$ cat config.mk
export PLATFORM = sky130hd
export DESIGN_NAME = hcount_gen
export DESIGN_NICKNAME = d
export VERILOG_FILES = /design/src/rtl/hcount_gen_pkg.sv /design/src/rtl/hcount_gen_slice.sv /design/src/rtl/hcount_gen.sv
export SDC_FILE = /design/constraint.sdc
export NUM_CORES = 1
export LEC_CHECK = 0
export CAP_MARGIN = 20
export CORE_ASPECT_RATIO = 1.4
export CORE_MARGIN = 1.5
export CORE_UTILIZATION = 43
export DETAILED_ROUTE_END_ITERATION = 8
export PLACE_DENSITY = 0.74
export SYNTH_ARGS = -nofsm -noshare
export SYNTH_HDL_FRONTEND = slang
export SYNTH_SLANG_ARGS = --single-unit
$ cat constraint.sdc
create_clock -name CK -period 2.35 [get_ports CK]
set_input_delay 0.3525 -clock CK [delete_from_list [all_inputs] [get_ports CK]]
set_output_delay 0.3525 -clock CK [all_outputs]
set_load 0.01 [all_outputs]
$ cat src/rtl/hcount_gen_pkg.sv
// Shared video-timing constants and helpers for the horizontal and vertical counters.
package hcount_gen_pkg;

  localparam int CNT_W      = 9;
  localparam int SLICE_W    = 4;
  localparam int NUM_SLICES = 3;
  localparam int CHAIN_W    = SLICE_W * NUM_SLICES;

  localparam logic [CNT_W-1:0] LOAD_VAL_DEF = 9'h080;
  localparam logic [CNT_W-1:0] HB_START_DEF = 9'h1D0;
  localparam logic [CNT_W-1:0] HB_END_DEF   = 9'h090;
  localparam logic [CNT_W-1:0] HS_START_DEF = 9'h1E0;
  localparam logic [CNT_W-1:0] HS_END_DEF   = 9'h1F0;
  localparam logic [CNT_W-1:0] TERM_CNT     = 9'h1FF;

  // Next value of a start/end flag given the count it is about to take.
  // Start is tested first so that start == end leaves the flag set.
  function automatic logic flag_next(input logic cur,
                                     input logic [CHAIN_W-1:0] n,
                                     input logic [CNT_W-1:0] start,
                                     input logic [CNT_W-1:0] stop);
    logic res;
    res = cur;
    if (n == {{(CHAIN_W-CNT_W){1'b0}}, start}) begin
      res = 1'b1;
    end else if (n == {{(CHAIN_W-CNT_W){1'b0}}, stop}) begin
      res = 1'b0;
    end
    return res;
  endfunction

endpackage

$ cat src/rtl/hcount_gen_slice.sv
// 4-bit loadable synchronous up-counter slice with ripple carry in/out.
// The next-state value is exported so the parent can look ahead at the
// count it is about to take without duplicating the adder.
module hcnt_slice
  import hcount_gen_pkg::*;
(
  input  logic               clock,
  input  logic               ld,
  input  logic               ci,
  input  logic [SLICE_W-1:0] d,
  output logic [SLICE_W-1:0] q,
  output logic [SLICE_W-1:0] nxt,
  output logic               co
);

  // Load has priority over counting; without a carry in the slice holds.
  always_comb begin
    nxt = q;
    if (ld) begin
      nxt = d;
    end else if (ci) begin
      nxt = q + 4'd1;
    end
  end

  assign co = ci & (&q);

  // Slice state register.
  always_ff @(posedge clock) begin
    q <= nxt;
  end

endmodule

$ cat src/rtl/hcount_gen.sv
// Horizontal pixel counter with blank/sync flags and a line-end pulse that
// feeds the vertical counter. Counter is a chain of three 4-bit slices; the
// upper three chain bits stay zero because the count never passes 0x1FF.
module hcount_gen
  import hcount_gen_pkg::*;
#(
  parameter logic [CNT_W-1:0] LOAD_VAL = LOAD_VAL_DEF,
  parameter logic [CNT_W-1:0] HB_START = HB_START_DEF,
  parameter logic [CNT_W-1:0] HB_END   = HB_END_DEF,
  parameter logic [CNT_W-1:0] HS_START = HS_START_DEF,
  parameter logic [CNT_W-1:0] HS_END   = HS_END_DEF
) (
  input  logic             CK,
  input  logic             CL,
  input  logic             EN,
  input  logic             LD,
  input  logic [CNT_W-1:0] D,
  output logic [CNT_W-1:0] HCNT,
  output logic             HBLANK,
  output logic             HSYNC,
  output logic             LE
);

  logic [CHAIN_W-1:0]  cnt;
  logic [CHAIN_W-1:0]  cntNxt;
  logic [CHAIN_W-1:0]  loadVal;
  logic [NUM_SLICES:0] carry;
  logic                atTerm;
  logic                wrap;
  logic                load;

  // Terminal detect covers the whole chain; a carry out of the top slice can
  // only come from a corrupted state and is treated as a wrap to recover.
  assign atTerm  = (cnt == {{(CHAIN_W-CNT_W){1'b0}}, TERM_CNT});
  assign wrap    = EN & (atTerm | carry[NUM_SLICES]);
  assign load    = CL | LD | wrap;
  assign loadVal = (LD & ~CL) ? {{(CHAIN_W-CNT_W){1'b0}}, D}
                              : {{(CHAIN_W-CNT_W){1'b0}}, LOAD_VAL};
  assign carry[0] = EN;

  genvar i;
  generate
    for (i = 0; i < NUM_SLICES; i++) begin : gSlice
      hcnt_slice uSlice (
        .clock (CK),
        .ld    (load),
        .ci    (carry[i]),
        .d     (loadVal[i*SLICE_W +: SLICE_W]),
        .q     (cnt[i*SLICE_W +: SLICE_W]),
        .nxt   (cntNxt[i*SLICE_W +: SLICE_W]),
        .co    (carry[i+1])
      );
    end
  endgenerate

  assign HCNT = cnt[CNT_W-1:0];

  // Flags follow the count the chain is about to take, so they line up with
  // HCNT in the same cycle; they only move on edges that count or load.
  always_ff @(posedge CK) begin
    if (CL) begin
      HBLANK <= 1'b1;
      HSYNC  <= 1'b0;
      LE     <= 1'b0;
    end else begin
      LE <= ~LD & wrap;
      if (LD | EN) begin
        HBLANK <= flag_next(HBLANK, cntNxt, HB_START, HB_END);
        HSYNC  <= flag_next(HSYNC,  cntNxt, HS_START, HS_END);
      end
    end
  end

endmodule

; ---- Word level (Yosys, flattened, before mapping)
; Index checks and enable logic that the tools add are counted.
[word_totals]
ff_bits = 15
out_inout_bits = 12
wordCells = 44
[classes]
add_sub_neg = 3
eq_ne = 5
muxes = 11
bitwise_logic = 12
n_reduce_logical = 7
[op_table]
columns = cell, count
row1 = $eq 12x9->1 const B, 4
row2 = $mux 4, 6
row3 = $add 4x1->4 const B, 3
row4 = $eq 12x8->1 const B, 1
row5 = $reduce_and 4->1, 3
row6 = $mux 9, 1
row7 = $and 1x1->1, 6
row8 = $mux 1, 4
row9 = $or 1x1->1, 4
row10 = $reduce_and 2->1, 2
row11 = $reduce_bool 2->1, 2
row12 = $not 1->1, 2

; ---- Depth between registers and ports, before layout
; Gate-level depths: netlist of run 1.
[depth]
word_depth = 11
depth_mapped = 9

; ---- By module
; A second synthesis of run 1 with hierarchy kept.
[hier_totals]
cells_unflattened = 96
area_unflattened_um2 = 858.3
[by_module_without_submodules]
columns = mod, instances, cells_each, area_each_um2, seq_area_each_um2
row1 = hcnt_slice, 3, 20, 190.2, 80.1
row2 = hcount_gen, 1, 36, 287.8, 60.1

; ---- Worst setup path after synthesis of run 1
; No wires, ideal clock.
[synth_path]
path_kind = register to register
start = register gSlice[0].uSlice.q[0]
end = register HBLANK
setup_ns = 0.121
arrival_ns = 2.172
required_time_ns = 2.229
slack_ns = 0.057
path_stages_with_launch = 9
n_path_buf = 1
cell_sequence = dfxtp_1 ha_1 nand4_4 or2_1 buf_6 a32o_2 or2_4 maj3_2 mux2_4
[synth_between]
elab_chain_cells = 11
elab_cells_between_ends = 20
[synth_rtl]
columns = item, line_no
row1 = from (decl), hcount_gen_slice.sv:11  ; output logic [SLICE_W-1:0] q,
row2 = from (signal assigned), hcount_gen_slice.sv:30  ; q <= nxt;
row3 = $reduce_and 4->1, hcount_gen_slice.sv:26  ; assign co = ci & (&q);
row4 = $and 1x1->1 (3 in a row), hcount_gen_slice.sv:26
row5 = $or 1x1->1, hcount_gen.sv:35  ; assign wrap = EN & (atTerm | carry[NUM_SLICES]);
row6 = $and 1x1->1, hcount_gen.sv:35
row7 = $or 1x1->1, hcount_gen.sv:36  ; assign load = CL | LD | wrap;
row8 = $mux 4 *, hcount_gen_slice.sv:19  ; if (ld) begin
row9 = net cntNxt[8], hcount_gen.sv:25  ; logic [CHAIN_W-1:0] cntNxt;
row10 = $eq 12x9->1 or $eq 12x8->1 (tied branches), "hcount_gen_pkg.sv:24, hcount_gen_pkg.sv:26"
row11 = $reduce_bool 2->1 (no source line), -
row12 = $reduce_and 2->1 (no source line), -
row13 = to (signal assigned), hcount_gen.sv:68  ; HBLANK <= flag_next(HBLANK, cntNxt, HB_START, HB_END);
row14 = to (decl), hcount_gen.sv:19  ; output logic HBLANK,
; Mark *: on every way through the listed nets, which the timed path passes. The rest lies on a longest branch.
; A chain may end at the register's enable or synchronous reset.

; ---- Final worst setup path of run 1
[layout_path]
start = input port EN
end = register HBLANK
[layout_between]
elab_chain_cells = 10
elab_cells_between_ends = 18
[layout_rtl]
columns = item, line_no
row1 = from (decl), hcount_gen.sv:15  ; input logic EN,
row2 = $and 1x1->1 (3 in a row), hcount_gen_slice.sv:26
row3 = $or 1x1->1, hcount_gen.sv:35
row4 = $and 1x1->1, hcount_gen.sv:35
row5 = $or 1x1->1, hcount_gen.sv:36
row6 = $mux 4, hcount_gen_slice.sv:19
row7 = $eq 12x9->1 or $eq 12x8->1 (tied branches), "hcount_gen_pkg.sv:24, hcount_gen_pkg.sv:26"
row8 = $reduce_bool 2->1 (no source line), -
row9 = $reduce_and 2->1 (no source line), -
; Parallel ways exist; a longest one is shown, timed or not.

==> results of run 1 <==
## cells in the mapped netlist
cell	number
nand4_4	1
dfxtp_1	15
a41o_1	2
a211oi_1	1
o41ai_1	1
and4b_1	1
or3b_1	1
o21bai_1	1
nor3_1	2
or2_2	1
nand4_1	2
maj3_2	1
a221oi_1	1
xnor2_1	5
a22oi_1	1
buf_2	2
buf_6	1
nor2_1	8
buf_4	9
nand3_1	3
mux2i_1	2
ha_1	4
or4_2	1
inv_1	6
a32o_2	1
xor2_1	3
buf_1	1
a31oi_1	1
mux2_4	1
or4b_2	1
nand2_1	12
and3_1	1
o32a_1	1
or2_1	1
and2_1	1
a21oi_1	4
nand2b_1	2
and4_2	1
nor2b_1	1
o31ai_1	1
o21ai_0	9
o21a_1	1
or2_4	1
or3_1	1
## metrics by stage
stage	cells	hold WS [ps]	total power [mW]	setup TNS [ps]
floorplan	117	453.5	0.3558	0
finish	176	572.2	0.5756	0
global route	176	632.3	0.6045	0
detailed placement	172	564.6	0.4224	-304.4
CTS	176	582.6	0.5736	0
global placement	172	538.8	0.4197	-268.4
## logic make-up after synthesis
group	share of synthesized area, %
multiplexers	3.539
adder cells (fa/ha/maj)	6.195
AND/OR/NAND/NOR	24.28
flip-flops	30.34
AO/OA/AOI/OAI	16.94
buffers and inverters	11.63
XOR/XNOR	7.080
## path summary, 6_finish.rpt
check	slack [ps]	cells past startpoint	endpoint
max	110	8	HBLANK$_SDFFE_PP1P_
max reg2reg	120	7	HBLANK$_SDFFE_PP1P_
min reg2reg	570	3	HSYNC$_SDFFE_PP0P_
min	570	3	HSYNC$_SDFFE_PP0P_
## area by class of cell
type                       count  area [sq um]  area share [%]
sequential                    15         301.5           21.83
clock inverter                 1         5.005          0.3623
tap                           22         27.53           1.993
inverter                       6         22.52           1.630
timing repair buffer          46         405.4           29.35
clock buffer                   3         22.52           1.630
multi-input combinational     83         596.8           43.21
## report_power, final
part	leakage, nW	internal, mW	total, mW	switching (mW)
Combinational	0.419	0.0834	0.139	0.0559
Clock	0.0177	0.0634	0.156	0.0922
Sequential	0.123	0.266	0.281	0.0146
Total	0.560	0.413	0.576	0.163
## flip-flops by register name (all words and copies together) (netlist names)
signal	count
HSYNC	1
gSlice.uSlice.q	12
LE	1
HBLANK	1
## worst register-to-register path, cell delays in order (launching register included)
cell,delay [ps]
dfxtp_1,410
ha_2,230
nand3_2,140
or2_1,290
a32o_2,290
or2_4,240
maj3_2,290
mux2_4,250
## layer usage
metal,global-route usage (%),up-vias
li1,-,480
met2,38.24,30
met3,1.813,7
met1,23.56,465
met4,9.091,0
met5,0,-
==> results.json, run 1 <==
{
  "outcome": "finished clean",
  "dp_slack_ps": -185.7,
  "fillCellCount": 195,
  "maxCapViolations": 0,
  "ys_seq_area_share_pct": 30.34,
  "ys_ff_latch": 15,
  "wl_per_cell_um": 13.58,
  "synth_area_sq_um": 989.7,
  "vias_per_cell": 5.580,
  "grt_max_degree": 10,
  "grt_use_total_pct": 20.72,
  "required_ps": 2540,
  "root_buffer": "clkbuf_4",
  "hold_path_startpoint": "HSYNC$_SDFFE_PP0P_",
  "cts_tree": "done",
  "start_util_pct": 45.46,
  "cts.clk_slew.worst_paths_ps": 100,
  "cts-htree-levels": 1,
  "synth_top_cells_by_area": "dfxtp_1 30%, buf_4 6.8%, ha_1 5.1%",
  "syn_area_per_cell_sq_um": 8.459,
  "grt_pass1_vias": 934,
  "crit_fanout": 4,
  "skew_ps": 4.718,
  "path_buf_inv": 2,
  "post_cts_resize_count": 0,
  "highest_layer": "met4",
  "die_y_um": 59.77,
  "fin_util_pct": 63.45,
  "wl_met3_um": 101,
  "rsz0062_at_grt": "false",
  "gp_congestion": 0.8632,
  "die_w_um": 43.55,
  "cts.path.max_buffers": 2,
  "io_buffers": 24,
  "cts_buffers": 3,
  "critPathMaxStageDelay_ps": 570,
  "crit_slowest_cell": "clkdlybuf4s50_1",
  "die_area_sq_um": 2602,
  "setup_viol": 0,
  "finalMaxSlewViolations": 0,
  "hold_viol_final": 0,
  "synth_nets": 134,
  "drcViolationCount": 0,
  "dp_hpwl_mm": 1.944,
  "ir_drop_v": 0.0002625,
  "synthCells": 117,
  "ys_types": 44,
  "tightest_slew_ps": 396.3,
  "path_class": "input port to flip-flop",
  "wl_met2_mm": 1.272,
  "layout_commonest_cell": "clkdlybuf4s50_1",
  "reg2reg_from": "gSlice[1].uSlice.q[0]$_DFF_P_",
  "rows": 20,
  "path_delay_family": "buffers and inverters",
  "cts.sinks": 15,
  "io_pins": 25,
  "startpoint_type": "input port",
  "yosysWarnings": 0,
  "final_cell_mix": "24 x clkdlybuf4s50_1, 22 x buf_4, 14 x dfxtp_1, 12 x nand2_1, 9 x o21ai_0",
  "yosysTopAreaCellShare_pct": 30.34,
  "synth_top_area_cell": "dfxtp_1",
  "relSlewSlack_pct": 73.53,
  "hp-class": "flip-flop to flip-flop",
  "max_freq_mhz": 446.5,
  "fin_ws_ps": 110.2,
  "end_kind": "flip-flop",
  "grt-ovfl-total": 0,
  "via_count": 982,
  "drive_gt1_share_pct": 26.62,
  "clk_latency_ps": 290,
  "ant_nets": 0,
  "power.density_nw_per_um2": 416.7,
  "core_sq_um": 2177,
  "drtPass1Iterations": 4,
  "worstPathArrival_ps": 2430,
  "layout_worst_path_cycle_share_pct": 95.31,
  "drt-initial-drc-count": 18,
  "path_cells": "clkdlybuf4s50_1, nand4_4, buf_4, nor3_1, xnor2_1, a41o_1, and4b_1, mux2_4",
  "grt_pass1_wl_mm": 4.043,
  "p_leak_nw": 0.5601,
  "placed_area_sq_um": 1330,
  "finalNetCount": 172,
  "post-route-min-period_ps": 2240,
  "finalWirelength_mm": 2.390,
  "fin_area_sq_um": 1381,
  "areaGrowthSynthToFinish_pct": 39.57,
  "num_antenna_cells": 0,
  "m1WireLength_um": 963,
  "antenna_found_initial": 0,
  "cts-hold-fix-buffers": 0,
  "startpoint": "EN",
  "cts_setup_buffers": 0
}
Note: power is estimated with default switching activity, not from simulation.
==> run 2, diff against run 1 <==
--- a/config.mk
+++ b/config.mk
@@ -7,7 +7,7 @@
 export LEC_CHECK = 0
 export CAP_MARGIN = 20
 export CORE_ASPECT_RATIO = 1.4
-export CORE_MARGIN = 1.5
+export CORE_MARGIN = 2
 export CORE_UTILIZATION = 43
 export DETAILED_ROUTE_END_ITERATION = 8
 export PLACE_DENSITY = 0.74
==> results.json, run 2 (same netlist as run 1, synthesis figures left out) <==
{
  "outcome": "finished clean",
  "gp_congestion": 0.8810,
  "die_y_um": 60.77,
  "drive_gt1_share_pct": 25.66,
  "finalMaxSlewViolations": 0,
  "p_leak_nw": 0.5615,
  "cts.sinks": 15,
  "die_w_um": 44.55,
  "post-route-min-period_ps": 2262,
  "finalNetCount": 170,
  "wl_per_cell_um": 14.64,
  "hold_viol_final": 0,
  "tightest_slew_ps": 402.6,
  "cts_tree": "done",
  "startpoint_type": "input port",
  "placed_area_sq_um": 1315,
  "dp.cells": 170,
  "hold_path_startpoint": "HSYNC$_SDFFE_PP0P_",
  "stdcell_count": 174,
  "dp_hpwl_mm": 2.029,
  "grt-ovfl-total": 0,
  "io_buffers": 24,
  "totalPowerFinal_mw": 0.5703,
  "grt_max_degree": 9,
  "io_pins": 25,
  "fillCellCount": 197,
  "holdPathStages": 3,
  "finalWirelength_mm": 2.547,
  "core_sq_um": 2177,
  "worstPathArrival_ps": 2440,
  "num_antenna_cells": 0,
  "grt_pass1_wl_mm": 4.022,
  "largest_reg_flops": 12,
  "grt_pass1_vias": 947,
  "timing.hold.ws_ps": 591.4,
  "end_kind": "flip-flop",
  "ir_drop_v": 0.0002563,
  "drt-initial-drc-count": 20,
  "fin_area_sq_um": 1375,
  "antenna_found_initial": 0,
  "relSlewSlack_pct": 73.11,
  "reg2reg_to": "HBLANK$_SDFFE_PP1P_",
  "rsz0062_at_grt": "false",
  "rr_worst_depth": 7,
  "layout_worst_path_cycle_share_pct": 96.26,
  "crit_fanout": 3,
  "vias_per_cell": 5.557,
  "root_buffer": "clkbuf_4",
  "rows": 20,
  "final_cell_mix": "23 x clkdlybuf4s50_1, 20 x buf_4, 14 x dfxtp_1, 12 x nand2_1, 9 x o21ai_0",
  "skew_ps": 2.999,
  "die_area_sq_um": 2707,
  "cts-htree-levels": 1,
  "cts_buffers": 3,
  "reg2reg_from": "gSlice[1].uSlice.q[0]$_DFF_P_",
  "ant_nets": 0,
  "hp-class": "flip-flop to flip-flop",
  "tns_ps": 0,
  "clk_latency_ps": 280,
  "areaGrowthSynthToFinish_pct": 38.94,
  "max_freq_mhz": 442.1,
  "cts.path.max_buffers": 2,
  "required_ps": 2530,
  "drcViolationCount": 0,
  "cts.clk_slew.worst_paths_ps": 90,
  "layout_commonest_cell": "clkdlybuf4s50_1",
  "maxCapViolations": 0,
  "via_count": 967,
  "power.density_nw_per_um2": 414.7,
  "grt_use_total_pct": 20.21,
  "fin_ws_ps": 87.92,
  "drtPass1Iterations": 6,
  "setup_viol": 0,
  "start_util_pct": 45.46,
  "fin_util_pct": 63.16,
  "hold_path_end": "HSYNC$_SDFFE_PP0P_",
  "dp_slack_ps": -255.5,
  "reg2reg_slack_ps": 110,
  "top_register": "gSlice.uSlice.q",
  "path_class": "input port to flip-flop",
  "cts-hold-fix-buffers": 0
}
run 2: changes by cell type in the layout (fill, tap and decap cells not counted), sizes merged:
cell and delta:
buf -2, clkbuf +1, clkdlybuf4s50 -1, clkinv -1, dlymetal6s2s +1
run 2: critical path: stages:
cell             delay [ps]
clkdlybuf4s50_1         430
or4b_2                  670
o32a_1                  310
a21oi_2                 150
and4b_1                 230
mux2_4                  300
run 2: area by class of cell:
class / instances / area [sq um] / area share (%)
Clock buffer: 4 / 26.28 / 1.911
Timing Repair Buffer: 44 / 392.9 / 28.57
Sequential cell: 15 / 301.5 / 21.93
Inverter: 6 / 22.52 / 1.638
Tap cell: 22 / 27.53 / 2.002
Multi-Input combinational cell: 83 / 604.3 / 43.95
run 2: worst max path at each step:
| stage | to | cells past startpoint | startpoint | slack (ps) |
|---|---|---|---|---|
| CTS | HBLANK$_SDFFE_PP1P_ | 6 | D[2] | 40 |
| floorplan | HBLANK$_SDFFE_PP1P_ | 8 | gSlice[0].uSlice.q[0]$_DFF_P_ | 60 |
| finish | HBLANK$_SDFFE_PP1P_ | 6 | D[2] | 90 |
| global placement | HBLANK$_SDFFE_PP1P_ | 6 | LD | -220 |
| global route | HBLANK$_SDFFE_PP1P_ | 7 | gSlice[1].uSlice.q[0]$_DFF_P_ | 20 |
| detailed placement | HBLANK$_SDFFE_PP1P_ | 6 | D[2] | -260 |
run 2: routing by layer:
layer	routed length (um)	global-route usage, %	vias up
li1	-	-	474
met1	983	21.52	453
met2	1380	38.51	32
met3	110	2.679	8
met4	72	8.658	0
met5	0	0	-
run 2: repair_timing:
item,CTS,global route
setup endpoints to repair,0,2
gates resized for setup,0,8
buffers inserted,0,0
run 2: report_power, final:
group          total (mW)  leakage [nW]  switching (mW)  internal, mW
logic               0.140         0.423          0.0590        0.0808
clock network       0.151        0.0150          0.0849        0.0658
registers           0.280         0.123          0.0137         0.266
